<file path="src/rtl/step_sched_pkg.sv">
// rtl/step_sched_pkg.sv - shared types and helpers for the step chunk scheduler
//
// Contents:
//   sched_state_e : scheduler states (IDLE, DIR_SETUP, TRIGGER, RUN, FINISH)
//   max_chunk_of  : largest chunk a pulse_num field of the given width can carry
//   chunk_of      : min(remaining, max_chunk)
package step_sched_pkg;

  typedef enum logic [2:0] {
    IDLE      = 3'd0,
    DIR_SETUP = 3'd1,
    TRIGGER   = 3'd2,
    RUN       = 3'd3,
    FINISH    = 3'd4
  } sched_state_e;

  function automatic int max_chunk_of(input int pulse_num_bits);
    return (1 << pulse_num_bits) - 1;
  endfunction

  function automatic logic [31:0] chunk_of(input logic [31:0] remaining,
                                           input logic [31:0] max_chunk);
    return (remaining < max_chunk) ? remaining : max_chunk;
  endfunction

endpackage

</file>
<file path="src/rtl/step_chunk_scheduler_fsm.sv">
// rtl/step_chunk_scheduler_fsm.sv - state register, next-state logic and control strobes
//
// Ports:
//   clk, reset        : clock, asynchronous active-high reset
//   clk_en            : logic clock enable shared with the pulse generator
//   cmd_valid         : command offered (acted on only in IDLE)
//   cmd_null          : offered command has zero steps or zero width
//   cmd_dir_change    : offered command direction differs from current DIR
//   setup_last        : DIR setup counter is on its final tick
//   pg_rdy, pg_done   : pulse generator handshake
//   abort_now         : abort input or sticky abort already pending
//   remaining_zero    : no steps left after the current chunk
//   state             : current state
//   cmd_ready, busy, done, pg_trigger : registered-state decoded outputs
//   accept            : command accepted this cycle
//   trig_accept       : generator takes the trigger this cycle
//   chunk_done        : running chunk completes this cycle
//   load_chunk        : entering TRIGGER; datapath registers the next chunk size
//   enter_setup       : entering DIR_SETUP; datapath updates DIR
//   enter_finish      : entering FINISH; datapath captures the aborted flag
module step_chunk_scheduler_fsm
  import step_sched_pkg::*;
(
  input  logic         clk,
  input  logic         reset,
  input  logic         clk_en,
  input  logic         cmd_valid,
  input  logic         cmd_null,
  input  logic         cmd_dir_change,
  input  logic         setup_last,
  input  logic         pg_rdy,
  input  logic         pg_done,
  input  logic         abort_now,
  input  logic         remaining_zero,
  output sched_state_e state,
  output logic         cmd_ready,
  output logic         busy,
  output logic         done,
  output logic         pg_trigger,
  output logic         accept,
  output logic         trig_accept,
  output logic         chunk_done,
  output logic         load_chunk,
  output logic         enter_setup,
  output logic         enter_finish
);

  sched_state_e next_state;

  always_ff @(posedge clk or posedge reset) begin
    if (reset) begin
      state <= IDLE;
    end else begin
      state <= next_state;
    end
  end

  always_comb begin
    next_state  = state;
    cmd_ready   = 1'b0;
    busy        = 1'b0;
    done        = 1'b0;
    pg_trigger  = 1'b0;
    accept      = 1'b0;
    trig_accept = 1'b0;
    chunk_done  = 1'b0;

    case (state)
      IDLE: begin
        cmd_ready = 1'b1;
        if (cmd_valid) begin
          accept = 1'b1;
          if (cmd_null) begin
            next_state = FINISH;
          end else if (cmd_dir_change) begin
            next_state = DIR_SETUP;
          end else begin
            next_state = TRIGGER;
          end
        end
      end
      DIR_SETUP: begin
        busy = 1'b1;
        if (abort_now) begin
          next_state = FINISH;
        end else if (clk_en && setup_last) begin
          next_state = TRIGGER;
        end
      end
      TRIGGER: begin
        busy       = 1'b1;
        pg_trigger = 1'b1;
        // Acceptance wins over abort: a chunk the generator has taken must run.
        if (clk_en && pg_rdy) begin
          trig_accept = 1'b1;
          next_state  = RUN;
        end else if (abort_now) begin
          next_state = FINISH;
        end
      end
      RUN: begin
        busy = 1'b1;
        // RUN is entered the edge after acceptance, so any pg_done seen here
        // belongs to the running chunk.
        if (clk_en && pg_done) begin
          chunk_done = 1'b1;
          next_state = (remaining_zero || abort_now) ? FINISH : TRIGGER;
        end
      end
      FINISH: begin
        busy       = 1'b1;
        done       = 1'b1;
        next_state = IDLE;
      end
      default: begin
        next_state = IDLE;
      end
    endcase

    load_chunk   = (next_state == TRIGGER) && (state != TRIGGER);
    enter_setup  = (next_state == DIR_SETUP) && (state != DIR_SETUP);
    enter_finish = (next_state == FINISH) && (state != FINISH);
  end

endmodule

</file>
<file path="src/rtl/step_chunk_scheduler.sv">
// rtl/step_chunk_scheduler.sv - splits axis moves into pulse generator chunks with DIR setup
//
// Ports:
//   clk, reset                    : clock, asynchronous active-high reset
//   clk_en                        : logic clock enable shared with the pulse generator
//   cmd_valid / cmd_ready         : move command handshake
//   cmd_steps, cmd_dir, cmd_width : total steps, direction, pulse width in clk_en ticks
//   abort                         : stop after the current chunk
//   pg_pulse_num, pg_pulse_width  : chunk size and pulse width for the generator
//   pg_trigger / pg_rdy           : trigger handshake to the generator
//   pg_done                       : generator finished the chunk
//   dir                           : stepper DIR line
//   busy, done, aborted           : command status; aborted qualifies done
//   steps_issued                  : steps completed for the current or last command
module step_chunk_scheduler
  import step_sched_pkg::*;
#(
  parameter int STEPS_BITS       = 16,
  parameter int PULSE_NUM_BITS   = 8,
  parameter int PULSE_WIDTH_BITS = 8,
  parameter int DIR_SETUP_TICKS  = 4
) (
  input  logic                        clk,
  input  logic                        reset,
  input  logic                        clk_en,
  input  logic                        cmd_valid,
  output logic                        cmd_ready,
  input  logic [STEPS_BITS-1:0]       cmd_steps,
  input  logic                        cmd_dir,
  input  logic [PULSE_WIDTH_BITS-1:0] cmd_width,
  input  logic                        abort,
  output logic [PULSE_NUM_BITS-1:0]   pg_pulse_num,
  output logic [PULSE_WIDTH_BITS-1:0] pg_pulse_width,
  output logic                        pg_trigger,
  input  logic                        pg_done,
  input  logic                        pg_rdy,
  output logic                        dir,
  output logic                        busy,
  output logic                        done,
  output logic                        aborted,
  output logic [STEPS_BITS-1:0]       steps_issued
);

  localparam int MAX_CHUNK = max_chunk_of(PULSE_NUM_BITS);
  localparam int SETUP_W   = $clog2(DIR_SETUP_TICKS + 1);

  sched_state_e                state;
  logic [STEPS_BITS-1:0]       remaining;
  logic [SETUP_W-1:0]          setup_cnt;
  logic                        abort_pending;
  logic                        abort_now;
  logic                        accept;
  logic                        trig_accept;
  logic                        chunk_done;
  logic                        load_chunk;
  logic                        enter_setup;
  logic                        enter_finish;
  logic                        cmd_null;
  logic                        cmd_dir_change;
  logic                        setup_last;
  logic                        remaining_zero;
  logic [STEPS_BITS-1:0]       chunk_src;
  logic [PULSE_NUM_BITS-1:0]   next_chunk;
  logic [STEPS_BITS-1:0]       chunk_ext;

  assign cmd_null       = (cmd_steps == '0) || (cmd_width == '0);
  assign cmd_dir_change = (cmd_dir != dir);
  assign setup_last     = (setup_cnt == SETUP_W'(DIR_SETUP_TICKS - 1));
  assign remaining_zero = (remaining == '0);
  assign abort_now      = abort || abort_pending;

  // The first chunk of a move is sized from the command itself because
  // remaining is only loaded on the same edge.
  assign chunk_src  = (state == IDLE) ? cmd_steps : remaining;
  assign next_chunk = PULSE_NUM_BITS'(chunk_of(32'(chunk_src), 32'(MAX_CHUNK)));
  assign chunk_ext  = STEPS_BITS'(pg_pulse_num);

  step_chunk_scheduler_fsm u_fsm (
    .clk            (clk),
    .reset          (reset),
    .clk_en         (clk_en),
    .cmd_valid      (cmd_valid),
    .cmd_null       (cmd_null),
    .cmd_dir_change (cmd_dir_change),
    .setup_last     (setup_last),
    .pg_rdy         (pg_rdy),
    .pg_done        (pg_done),
    .abort_now      (abort_now),
    .remaining_zero (remaining_zero),
    .state          (state),
    .cmd_ready      (cmd_ready),
    .busy           (busy),
    .done           (done),
    .pg_trigger     (pg_trigger),
    .accept         (accept),
    .trig_accept    (trig_accept),
    .chunk_done     (chunk_done),
    .load_chunk     (load_chunk),
    .enter_setup    (enter_setup),
    .enter_finish   (enter_finish)
  );

  always_ff @(posedge clk or posedge reset) begin
    if (reset) begin
      remaining      <= '0;
      setup_cnt      <= '0;
      abort_pending  <= 1'b0;
      aborted        <= 1'b0;
      dir            <= 1'b0;
      pg_pulse_num   <= '0;
      pg_pulse_width <= '0;
      steps_issued   <= '0;
    end else begin
      if (accept) begin
        remaining      <= cmd_steps;
        pg_pulse_width <= cmd_width;
        steps_issued   <= '0;
        abort_pending  <= 1'b0;
        aborted        <= 1'b0;
        setup_cnt      <= '0;
      end else begin
        if (busy && abort) begin
          abort_pending <= 1'b1;
        end
        if (enter_finish) begin
          aborted <= abort_now;
        end
        if ((state == DIR_SETUP) && clk_en) begin
          setup_cnt <= setup_cnt + 1'b1;
        end
        if (trig_accept) begin
          remaining <= remaining - chunk_ext;
        end
        if (chunk_done) begin
          steps_issued <= steps_issued + chunk_ext;
        end
      end

      if (enter_setup) begin
        dir <= cmd_dir;
      end
      if (load_chunk) begin
        pg_pulse_num <= next_chunk;
      end
    end
  end

endmodule
</file>
<file path="config.mk">
export PLATFORM = sky130hd
export DESIGN_NAME = step_chunk_scheduler
export DESIGN_NICKNAME = d
export VERILOG_FILES = /design/src/rtl/step_sched_pkg.sv /design/src/rtl/step_chunk_scheduler_fsm.sv /design/src/rtl/step_chunk_scheduler.sv
export SDC_FILE = /design/constraint.sdc
export NUM_CORES = 1
export LEC_CHECK = 0
export CAP_MARGIN = 40
export CORE_MARGIN = 1.5
export CORE_UTILIZATION = 50
export DETAILED_ROUTE_END_ITERATION = 8
export PLACE_DENSITY = 0.78
export SYNTH_ARGS = -nofsm -noshare
export SYNTH_HDL_FRONTEND = slang
export SYNTH_SLANG_ARGS = --single-unit
</file>
<file path="constraint.sdc">
create_clock -name clk -period 4.35 [get_ports clk]
set_input_delay 0.87 -clock clk [delete_from_list [all_inputs] [get_ports clk]]
set_output_delay 0.87 -clock clk [all_outputs]
set_load 0.005 [all_outputs]
</file>
==> results of run 1 <==
==> per-stage QoR <==
| step | hold slack, ns | instances |
|---|---|---|
| finish | 0.478 | 561 |
| global route | 0.498 | 561 |
| CTS | 0.482 | 560 |
| detailed placement | 0.466 | 546 |
| global placement | 0.460 | 545 |
| floorplan | 0.465 | 388 |
==> state kept, by name, indices dropped and copies added (netlist names) <==
name            count
remaining          16
steps_issued       16
pg_pulse_num        8
pg_pulse_width      8
setup_cnt           3
u_fsm.state         3
abort_pending       1
aborted             1
dir                 1
==> worst max-delay path, cell delays in order <==
cell,delay (ns)
clkdlybuf4s50_1,0.43
or4_1,0.60
nor4_4,0.26
a21oi_2,0.08
and4b_4,0.22
a311oi_2,0.29
and4_1,0.55
mux2_4,0.34
==> worst paths after layout <==
kind | end | slack [ns]
hold reg to reg | pg_pulse_width[4] | 0.48
max in group asynchronous | remaining[1] | 2.96
setup / recovery | pg_pulse_num[0] | 0.91
hold / removal | pg_pulse_width[4] | 0.48
min in group asynchronous | steps_issued[14] | 0.85
setup reg to reg | pg_pulse_num[0] | 1.72
==> report_power, final <==
part / total (mW) / internal, mW / switching, mW
combinational: 1.47 / 0.725 / 0.744
sequential: 0.931 / 0.717 / 0.214
clock: 0.477 / 0.271 / 0.206
==> cells in the final DEF (no fill, tap or decap), types with 7 or more instances in the layout <==
cell / synthesis / routed
clkbuf_8: 0 / 10
mux2_4: 8 / 8
dfrtp_1: 57 / 57
nand2_1: 73 / 73
xnor2_1: 7 / 7
o21ai_0: 27 / 27
inv_1: 19 / 18
a21oi_1: 14 / 14
clkdlybuf4s50_1: 0 / 69
ha_1: 18 / 18
xor2_1: 10 / 10
nor2_1: 26 / 26
nand3_1: 20 / 20
nor3_1: 10 / 10
==> final cells by class <==
cell class | count | area share [%]
clock buffer | 10 | 3.05
clock inverter | 4 | 0.999
inverter | 20 | 1.66
multi-input combinational | 299 | 43.5
sequential | 57 | 31.6
tap | 96 | 2.66
timing repair buffer | 75 | 16.5
==> routing by layer <==
metal	GRT usage, %	up-vias	routed length [microns]
met5	0	-	0
met4	9.68	0	151
met3	3.33	15	486
met2	38.4	135	4080
met1	34.7	1457	3970
li1	-	1529	-
==> cell families after synthesis <==
kind of cell | Yosys count | synth area share (%)
AOI/OAI and AO/OA | 80 | 15.1
xor gates and xnor gates | 17 | 4.25
adders and majority gates | 20 | 7.57
buffers and inverters | 32 | 3.64
DFF | 57 | 40.7
muxes | 10 | 4.03
and+or+nand+nor | 172 | 24.8
==> impl_metrics.env, run 1 <==
export IMPL_diodes=0
export IMPL_post_dp_hpwl_mm=6.65
export IMPL_synth_top_area_share_pct=40.7
export IMPL_maxSlewViolCount=0
export IMPL_nets=514
export IMPL_max_freq_ghz=0.291
export IMPL_synth_cells=388
export IMPL_regArea_sq_mm=0.00143
export IMPL_hold_depth=2
export IMPL_syn_nets=440
export IMPL_ys_seq_elements=57
export IMPL_grt_antenna_before_repair=0
export IMPL_ys_types=56
export IMPL_rsz0062_at_grt="false"
export IMPL_fin_tns_setup_ns=0
export IMPL_crit_path_end_kind="flop"
export IMPL_core_rowCount=30
export IMPL_synth_edf_count=0
export IMPL_worstHoldStart="pg_pulse_width[4]"
export IMPL_yosysMostFrequentCell="nand2_1"
export IMPL_cp_start_kind="input port"
export IMPL_p_per_area_mw_per_mm2=638
export IMPL_finalCritPeriodShare_pct=79.0
export IMPL_synth_top_cells_by_count="nand2_1 (73), dfrtp_1 (57), o21ai_0 (27)"
export IMPL_outcome="completed"
export IMPL_cts_made_buffers=9
export IMPL_track_usage_pct=24.6
export IMPL_cts_max_path_buffers=2
export IMPL_cts_resized_gates=0
export IMPL_coreArea_sq_mm=0.00679
export IMPL_ant_nets=0
export IMPL_io_buffer_count=69
export IMPL_clock_latency_ns=0.33
export IMPL_design_area_sq_mm=0.00451
export IMPL_synthToLayoutAreaGrowth_pct=28.7
export IMPL_yosysTopAreaCell="dfrtp_1"
export IMPL_async_reset_ff_share_pct=100
export IMPL_irDropWorstVdd_v=0.000303
export IMPL_syn_avg_cell_area_sq_um=9.04
export IMPL_ys_seq_area_share_pct=40.7
export IMPL_min_period_ns=3.44
export IMPL_cp_startpoint="cmd_steps[0]"
export IMPL_critical_path_class="input port to flop"
export IMPL_syn_area_sq_mm=0.00351
export IMPL_wl_per_cell_microns=15.5
export IMPL_htreeDepth=3
export IMPL_cp_arrival_ns=3.65
export IMPL_viasPerCell=5.59
export IMPL_drt_total_wl_mm=8.69
export IMPL_die_h_microns=86.7
export IMPL_start_util_pct=51.6
export IMPL_place_congestion=0.946
export IMPL_required_ns=4.56
export IMPL_yosysWarnings=0
export IMPL_place_area_sq_mm=0.00432
export IMPL_r2r_worst_path_cells=7
export IMPL_synth_top_flop_cell="dfrtp_1"
export IMPL_fin_skew_ns=0.00725
export IMPL_grt_pass1_wl_mm=14.2
export IMPL_root_buffer="clkbuf_8"
export IMPL_clkTransAtPathRegs_ns=0.06
export IMPL_grt_pass1_vias=2916
export IMPL_hold_viol_final=0
export IMPL_grt_max_degree=34
export IMPL_worst_slew_pin_slew_ns=0.828
export IMPL_ios=70
export IMPL_crit_fanout=8
export IMPL_grt_remaining_overflow=0
export IMPL_r2r_start="u_fsm.state[1]"
export IMPL_worst_slack_ns=0.915
export IMPL_drive_gt1_share_pct=9.25
export IMPL_power_leakage_nw=2.02
export IMPL_final_util_pct=66.4
export IMPL_drt_iter0_markers=220
export IMPL_cts_tree="built"
export IMPL_finalSetupViolCount=0
export IMPL_cts_setup_buffers=0
export IMPL_yosys_top_cells_area="dfrtp_1 (41%), nand2_1 (7.8%), ha_1 (6.4%)"
export IMPL_relSlewSlack_pct=44.1
export IMPL_multi_input_area_sq_mm=0.00196
export IMPL_drc_errors=0
export IMPL_cts_num_sinks=57
export IMPL_cts_hold_fix_buffers=0
export IMPL_maxCapViolCount=0
export IMPL_dieWidth_microns=86.7
export IMPL_dp_worst_setup_slack_ns=0.595
export IMPL_dr_pass1_iters=5
export IMPL_num_fill_cells=559
export IMPL_num_vias=3136
export IMPL_p_total_mw=2.88
export IMPL_hold_path_class="flop to flop"
export IMPL_fp_dieArea_sq_mm=0.00752
Power figures use the tool's default switching activity.
==> run 2, diff against run 1 <==
--- a/config.mk
+++ b/config.mk
@@ -7,9 +7,9 @@
 export LEC_CHECK = 0
 export CAP_MARGIN = 40
 export CORE_MARGIN = 1.5
-export CORE_UTILIZATION = 50
+export CORE_UTILIZATION = 47
 export DETAILED_ROUTE_END_ITERATION = 8
-export PLACE_DENSITY = 0.78
+export PLACE_DENSITY = 0.77
 export SYNTH_ARGS = -nofsm -noshare
 export SYNTH_HDL_FRONTEND = slang
 export SYNTH_SLANG_ARGS = --single-unit
==> constraint.sdc (replaced) <==
create_clock -name clk -period 2.8 [get_ports clk]
set_input_delay 0.56 -clock clk [delete_from_list [all_inputs] [get_ports clk]]
set_output_delay 0.56 -clock clk [all_outputs]
set_load 0.005 [all_outputs]
==> impl_metrics.env, run 2 (synthesis gave the netlist of run 1 again) <==
export IMPL_design_area_sq_mm=0.00483
export IMPL_ios=70
export IMPL_grt_antenna_before_repair=0
export IMPL_crit_path_max_incr_delay_ns=0.58
export IMPL_core_rowCount=31
export IMPL_cp_cell_sequence="dlygate4sd2_1 -> or4_4 -> nor4_4 -> a21oi_2 -> and4b_4 -> a311oi_2 -> and4_1 -> buf_12 -> mux2_4"
export IMPL_finalSetupViolCount=0
export IMPL_place_area_sq_mm=0.00453
export IMPL_worst_r2r_endpoint="remaining[8]"
export IMPL_power_leakage_nw=2.26
export IMPL_clkTransAtPathRegs_ns=0.07
export IMPL_maxCapViolCount=0
export IMPL_num_fill_cells=587
export IMPL_viasPerCell=5.56
export IMPL_max_freq_ghz=0.364
export IMPL_grt_pass1_vias=3179
export IMPL_maxSlewViolCount=0
export IMPL_drt_iter0_markers=183
export IMPL_coreArea_sq_mm=0.00725
export IMPL_relSlewSlack_pct=52.2
export IMPL_dr_pass1_iters=4
export IMPL_irDropWorstVdd_v=0.000427
export IMPL_dieWidth_microns=89.4
export IMPL_cp_endpoint="pg_pulse_num[7]"
export IMPL_cts_made_buffers=9
export IMPL_r2r_start="pg_pulse_num[0]"
export IMPL_drc_errors=0
export IMPL_cts_num_sinks=57
export IMPL_worst_slew_pin_slew_ns=0.714
export IMPL_crit_path_end_kind="flop"
export IMPL_cts_max_path_buffers=2
export IMPL_required_ns=3.02
export IMPL_post_dp_hpwl_mm=7.14
export IMPL_synthToLayoutAreaGrowth_pct=37.8
export IMPL_grt_max_degree=58
export IMPL_io_buffer_count=69
export IMPL_final_common_cell="nand2_1"
export IMPL_nets=540
export IMPL_wl_per_cell_microns=16.4
export IMPL_final_util_pct=66.6
export IMPL_crit_buf_inv=2
export IMPL_crit_cells=9
export IMPL_hold_path_class="flop to flop"
export IMPL_die_h_microns=89.4
export IMPL_htreeDepth=3
export IMPL_fp_dieArea_sq_mm=0.00799
export IMPL_r2r_worst_path_cells=9
export IMPL_most_common_layout_cells="nand2_1 (73), dfrtp_1 (57), clkdlybuf4s50_1 (55)"
export IMPL_num_vias=3292
export IMPL_dp_cells=575
export IMPL_fin_skew_ns=0.00461
export IMPL_place_congestion=0.940
export IMPL_root_buffer="clkbuf_8"
export IMPL_internal_power_mw=3.03
export IMPL_p_per_area_mw_per_mm2=1020
export IMPL_drive_gt1_share_pct=15.0
export IMPL_track_usage_pct=25.1
export IMPL_cp_start_kind="input port"
export IMPL_largestRegisters="remaining (16), steps_issued (16)"
export IMPL_slowest_stage="or4_4"
export IMPL_drt_total_wl_mm=9.70
export IMPL_min_period_ns=2.75
export IMPL_clock_latency_ns=0.33
export IMPL_ant_nets=0
export IMPL_final_cell_count_no_fill=592
export IMPL_cp_arrival_ns=2.97
export IMPL_outcome="completed"
export IMPL_switching_share_pct=38.6
export IMPL_regArea_sq_mm=0.00143
export IMPL_diodes=0
export IMPL_grt_remaining_overflow=0
export IMPL_start_util_pct=48.3
export IMPL_hold_viol_final=0
export IMPL_finalCritPeriodShare_pct=98.2
export IMPL_r2r_slack_ns=0.15
export IMPL_fin_tns_setup_ns=0
export IMPL_pwr_share_clk_pct=20.5
export IMPL_multi_input_area_sq_mm=0.00198
export IMPL_critical_path_class="input port to flop"
export IMPL_rsz0062_at_grt="false"
export IMPL_seqPwrFrac_pct=28.6
export IMPL_crit_fanout=8
export IMPL_comb_power_share_pct=50.9
export IMPL_crit_family="simple AND/OR/NAND/NOR gates"
export IMPL_p_total_mw=4.94
export IMPL_grt_pass1_wl_mm=15.3
export IMPL_cts_tree="built"
export IMPL_cp_startpoint="cmd_steps[14]"
export IMPL_power_switching_mw=1.91
-- run 2: cell types whose count changed in the layout (fill, tap and decap cells not counted), moves of 2 or more --
| cell | change |
|---|---|
| buf_4 | +26 |
| or4_4 | +2 |
| dlygate4sd2_1 | +6 |
| bufinv_16 | +3 |
| or4_1 | -2 |
| clkdlybuf4s50_1 | -14 |
| dlymetal6s2s_1 | +8 |
-- run 2: per-stage QoR --
stage / setup WS, ns / hold WS [ns]
floorplan: 0.123 / 0.465
global placement: -0.374 / 0.458
detailed placement: -0.469 / 0.465
CTS: 0.0101 / 0.481
global route: 0.00562 / 0.500
finish: 0.0514 / 0.479
-- run 2: power groups by stage --
stage / Clock [mW] / Combinational [mW] / Sequential (mW)
CTS: 1.02 / 2.50 / 1.40
floorplan: 0 / 1.57 / 1.34
global placement: 0 / 2.35 / 1.40
finish: 1.01 / 2.52 / 1.41
global route: 1.06 / 2.77 / 1.45
detailed placement: 0 / 2.44 / 1.41
-- run 2: worst min path at each step --
stage / start / to / slack, ns / cells past startpoint
6_report: pg_pulse_width[0] / pg_pulse_width[0] / 0.48 / 2
4_1_cts: pg_pulse_width[3] / pg_pulse_width[3] / 0.48 / 2
2_1_floorplan: setup_cnt[0] / setup_cnt[0] / 0.47 / 1
5_1_grt: pg_pulse_width[0] / pg_pulse_width[0] / 0.50 / 2
3_5_place_dp: pg_pulse_width[3] / pg_pulse_width[3] / 0.46 / 2
3_3_place_gp: pg_pulse_width[2] / pg_pulse_width[2] / 0.46 / 2
-- run 2: what timing repair did --
action / in CTS / in global routing
endpoints found under the setup margin: 9 / 10
hold buffers: 0 / 0
buffers inserted: 1 / 0
resized for setup: 8 / 11
cloned: 0 / 0
pin swaps: 6 / 7
-- run 2: metal layers --
metal  part of all wire (%)  GRT usage (%)
met1                     41           31.6
met2                     51           43.3
met3                    5.1           3.32
met4                    2.5           10.8
met5                      0              0
-- run 2: final cells by class --
cell class	count	share of cell area (%)
multi-input cells	299	41.0
flip-flops and latches	57	29.5
repair buffers	101	20.0
clock inverters	6	2.69
clock buffers	10	2.64
well taps	99	2.56
inverters	20	1.55
-- run 2: worst register-to-register path: cells and delay by family (launching register included) --
kind,cells,cell delay [ns]
AO/OA/AOI/OAI,4,0.83
adder cells (fa/ha/maj),2,0.69
flip-flops,1,0.44
AND/OR/NAND/NOR,3,0.57
==> RTL edit (config.mk and constraints of run 2) <==
Change the parameter `DIR_SETUP_TICKS` from 4 to 8.
--- a/src/rtl/step_chunk_scheduler.sv
+++ b/src/rtl/step_chunk_scheduler.sv
@@ -20,3 +20,3 @@
   parameter int PULSE_WIDTH_BITS = 8,
-  parameter int DIR_SETUP_TICKS  = 4
+  parameter int DIR_SETUP_TICKS  = 8
 ) (
Check against the original RTL: not equivalent (a bounded check fails within 10 cycles, from zero or initial values and one cycle with reset high).
==> RTL edit against run 2 <==
Register-to-register slack gained 0.05 ns. Area after synthesis grew 0.89%. Synthesized cell count up 1.3%. Die area increased by 0.86%. Cell area shrank 3.4%. Total power decreased by 13%. Core utilization shrank 2.2 points. Wire length shrank 2.3%. Via count rose by 2.4%. Worst setup slack gained 0.12 ns. Fmax is 4.5% higher. Sequential cell count up 1. Global-route usage down 0.29 points. Critical path type is now reg2out.
==> RTL edit: results (changes against run 2) <==
Synth
  – Mapped Nets: 444 (+0.91%)
  – Multiplexer share of the synthesized area: 0.0343 (-0.00602)
  – Area contributors post-synth: dfrtp_1 41%, nand2_1 7.0%, ha_1 6.0%
  – Register area share after synthesis: 0.410 (+0.00348)
  – Most frequent cells after synthesis: 66 x nand2_1, 58 x dfrtp_1, 35 x nor2_1
  – XOR/XNOR share of the synthesized area: 0.0446 (+0.00210)
  – Adder-Cell Fraction of Synth Area: 0.0715 (-0.00421)
  – Synth warn: 0 (unchanged)
  – Synth cell types: 57 (+1.8%)
  – Synth async-reset ratio: 1.00 (unchanged)
  – Compound-Gate Fraction of Synth Area: 0.158 (+0.00751)

STA
  – Max-slew headroom: 0.420 (-0.102)
  – Layout Skew: 0.00702 ns (+0.00241 ns)
  – Endpoints failing hold: 0 (unchanged)

Critical path
  – Worst Setup SP: u_fsm.state[0]
  – Worst R2R Start: pg_pulse_num[2]
  – CP max-delay cell: or3_1
  – Crit Path Max Fanout: 9 (+1)
  – Crit path DAT: 2.07 ns (-0.90 ns)

Final layout
  – Nets@finish: 534 (-1.1%)
  – Finished Cell Area: 4670 µm² (-3.4%)
  – Filler cells: 627 (+6.8%)
  – Largest regs: remaining: 16 flops, steps_issued: 16 flops
  – Fraction of layout instances using a drive strength above 1: 0.121 (-0.0292)
  – N_diodes: 0 (unchanged)

Hold path
  – Worst hold-check path type: reg2reg
  – Hold Crit Start: pg_pulse_width[4]

Route
  – Drt pass-1 iters: 5 (+1)
  – Routed wire length: 9480 µm (-2.3%)
  – Vias per inst: 5.74 (+3.3%)
  – Detailed Route Iter0 Violations: 247 (+35%)

Placed design
  – Final HPWL from detailed placement: 6960 µm (-2.5%)
  – Area after DPL: 4460 µm² (-1.7%)
  – GP Congestion: 0.961 (+2.3%)
  – PortBufs: 69 (unchanged)
  – Pre-CTS setup slack: -0.0686 ns (+0.400 ns)

Clocking
  – CTS Buffer Depth: 2 (unchanged)
  – Post-CTS setup buffers: 0 (-1)
  – CTS root buf: clkbuf_8
  – Clk Latency, worst-skew pair: 0.34 ns
  – # resized after CTS: 0 (-8)
  – Clock transition at the registers of the reported paths: 0.07 ns (about the same)

GRT
  – GR Util met1: 0.320 (+0.00400)
  – Number of global-route vias before repair: 3421 (+7.6%)
  – GR Util All Layers: 0.248 (-0.00290)
  – GR Util met3: 0.0482 (+0.0150)
  – Global-route wire length before repair: 16200 µm (+6.0%)
  – Largest net degree at the start of global routing: 59 (+1.7%)
  – Initial antenna violation count: 0 (unchanged)
  – Global Route met2 Usage: 0.399 (-0.0332)

Power
  – Net Switching: 1.74 mW (-8.9%)
  – LEAKAGE: 2.07 nW (-8.6%)
  – Peak supply drop: 494 µV (+16%)

Run status
  – Status: complete, no violations
## RTL edit: final timing paths
| path | depth (start not counted) | slack (ns) | endpoint |
|---|---|---|---|
| min reg2reg | 2 | 0.49 | pg_pulse_width[4] |
| max reg2reg | 9 | 0.20 | remaining[12] |
| min in group asynchronous | 3 | 0.76 | pg_pulse_width[0] |
| min | 2 | 0.49 | pg_pulse_width[4] |
| max | 3 | 0.17 | cmd_ready |
| max in group asynchronous | 3 | 1.58 | remaining[15] |
## RTL edit: routing by layer
layer  vias to the layer above  routed length (µm)
met5                         -                   0
met4                         0                 271
met3                        25                 625
met2                       133                4430
met1                      1613                4150
li1                       1600                   -
## RTL edit: cell families (layout without fill, tap and decap cells)
kind of cell               after synthesis  count (layout)
adders and majority gates               19              19
and+or+nand+nor                        177             177
xor gates and xnor gates                18              18
DFF                                     58              58
AOI/OAI and AO/OA                       79              79
muxes                                   11              11
buffers and inverters                   31             126
## RTL edit: critical path: cells and delay by family (launching register included)
family	cells	cell delay, ns
DFF	1	0.46
and+or+nand+nor	1	0.57
buffers and inverters	2	0.71
## RTL edit: power groups by stage
stage	Combinational, mW	Sequential [mW]	Clock [mW]
after floorplan	1.39	1.31	0
after global placement	2.07	1.36	0
after detailed placement	2.14	1.37	0
after CTS	2.16	1.36	0.783
after global routing	2.41	1.41	0.809
final	2.17	1.37	0.761
## RTL edit: final cells by class
cell class	count	share of cell area
clock buffer	13	0.0383
multi-input combinational	304	0.421
tap	99	0.0265
inverter	19	0.0158
timing repair buffer	91	0.183
sequential	58	0.311
clock inverter	3	0.00456
## RTL edit: per-stage QoR
| step | hold WS (ns) | instances |
|---|---|---|
| detailed placement | 0.469 | 571 |
| global route | 0.516 | 587 |
| CTS | 0.488 | 587 |
| floorplan | 0.463 | 393 |
| finish | 0.489 | 587 |
| global placement | 0.459 | 571 |
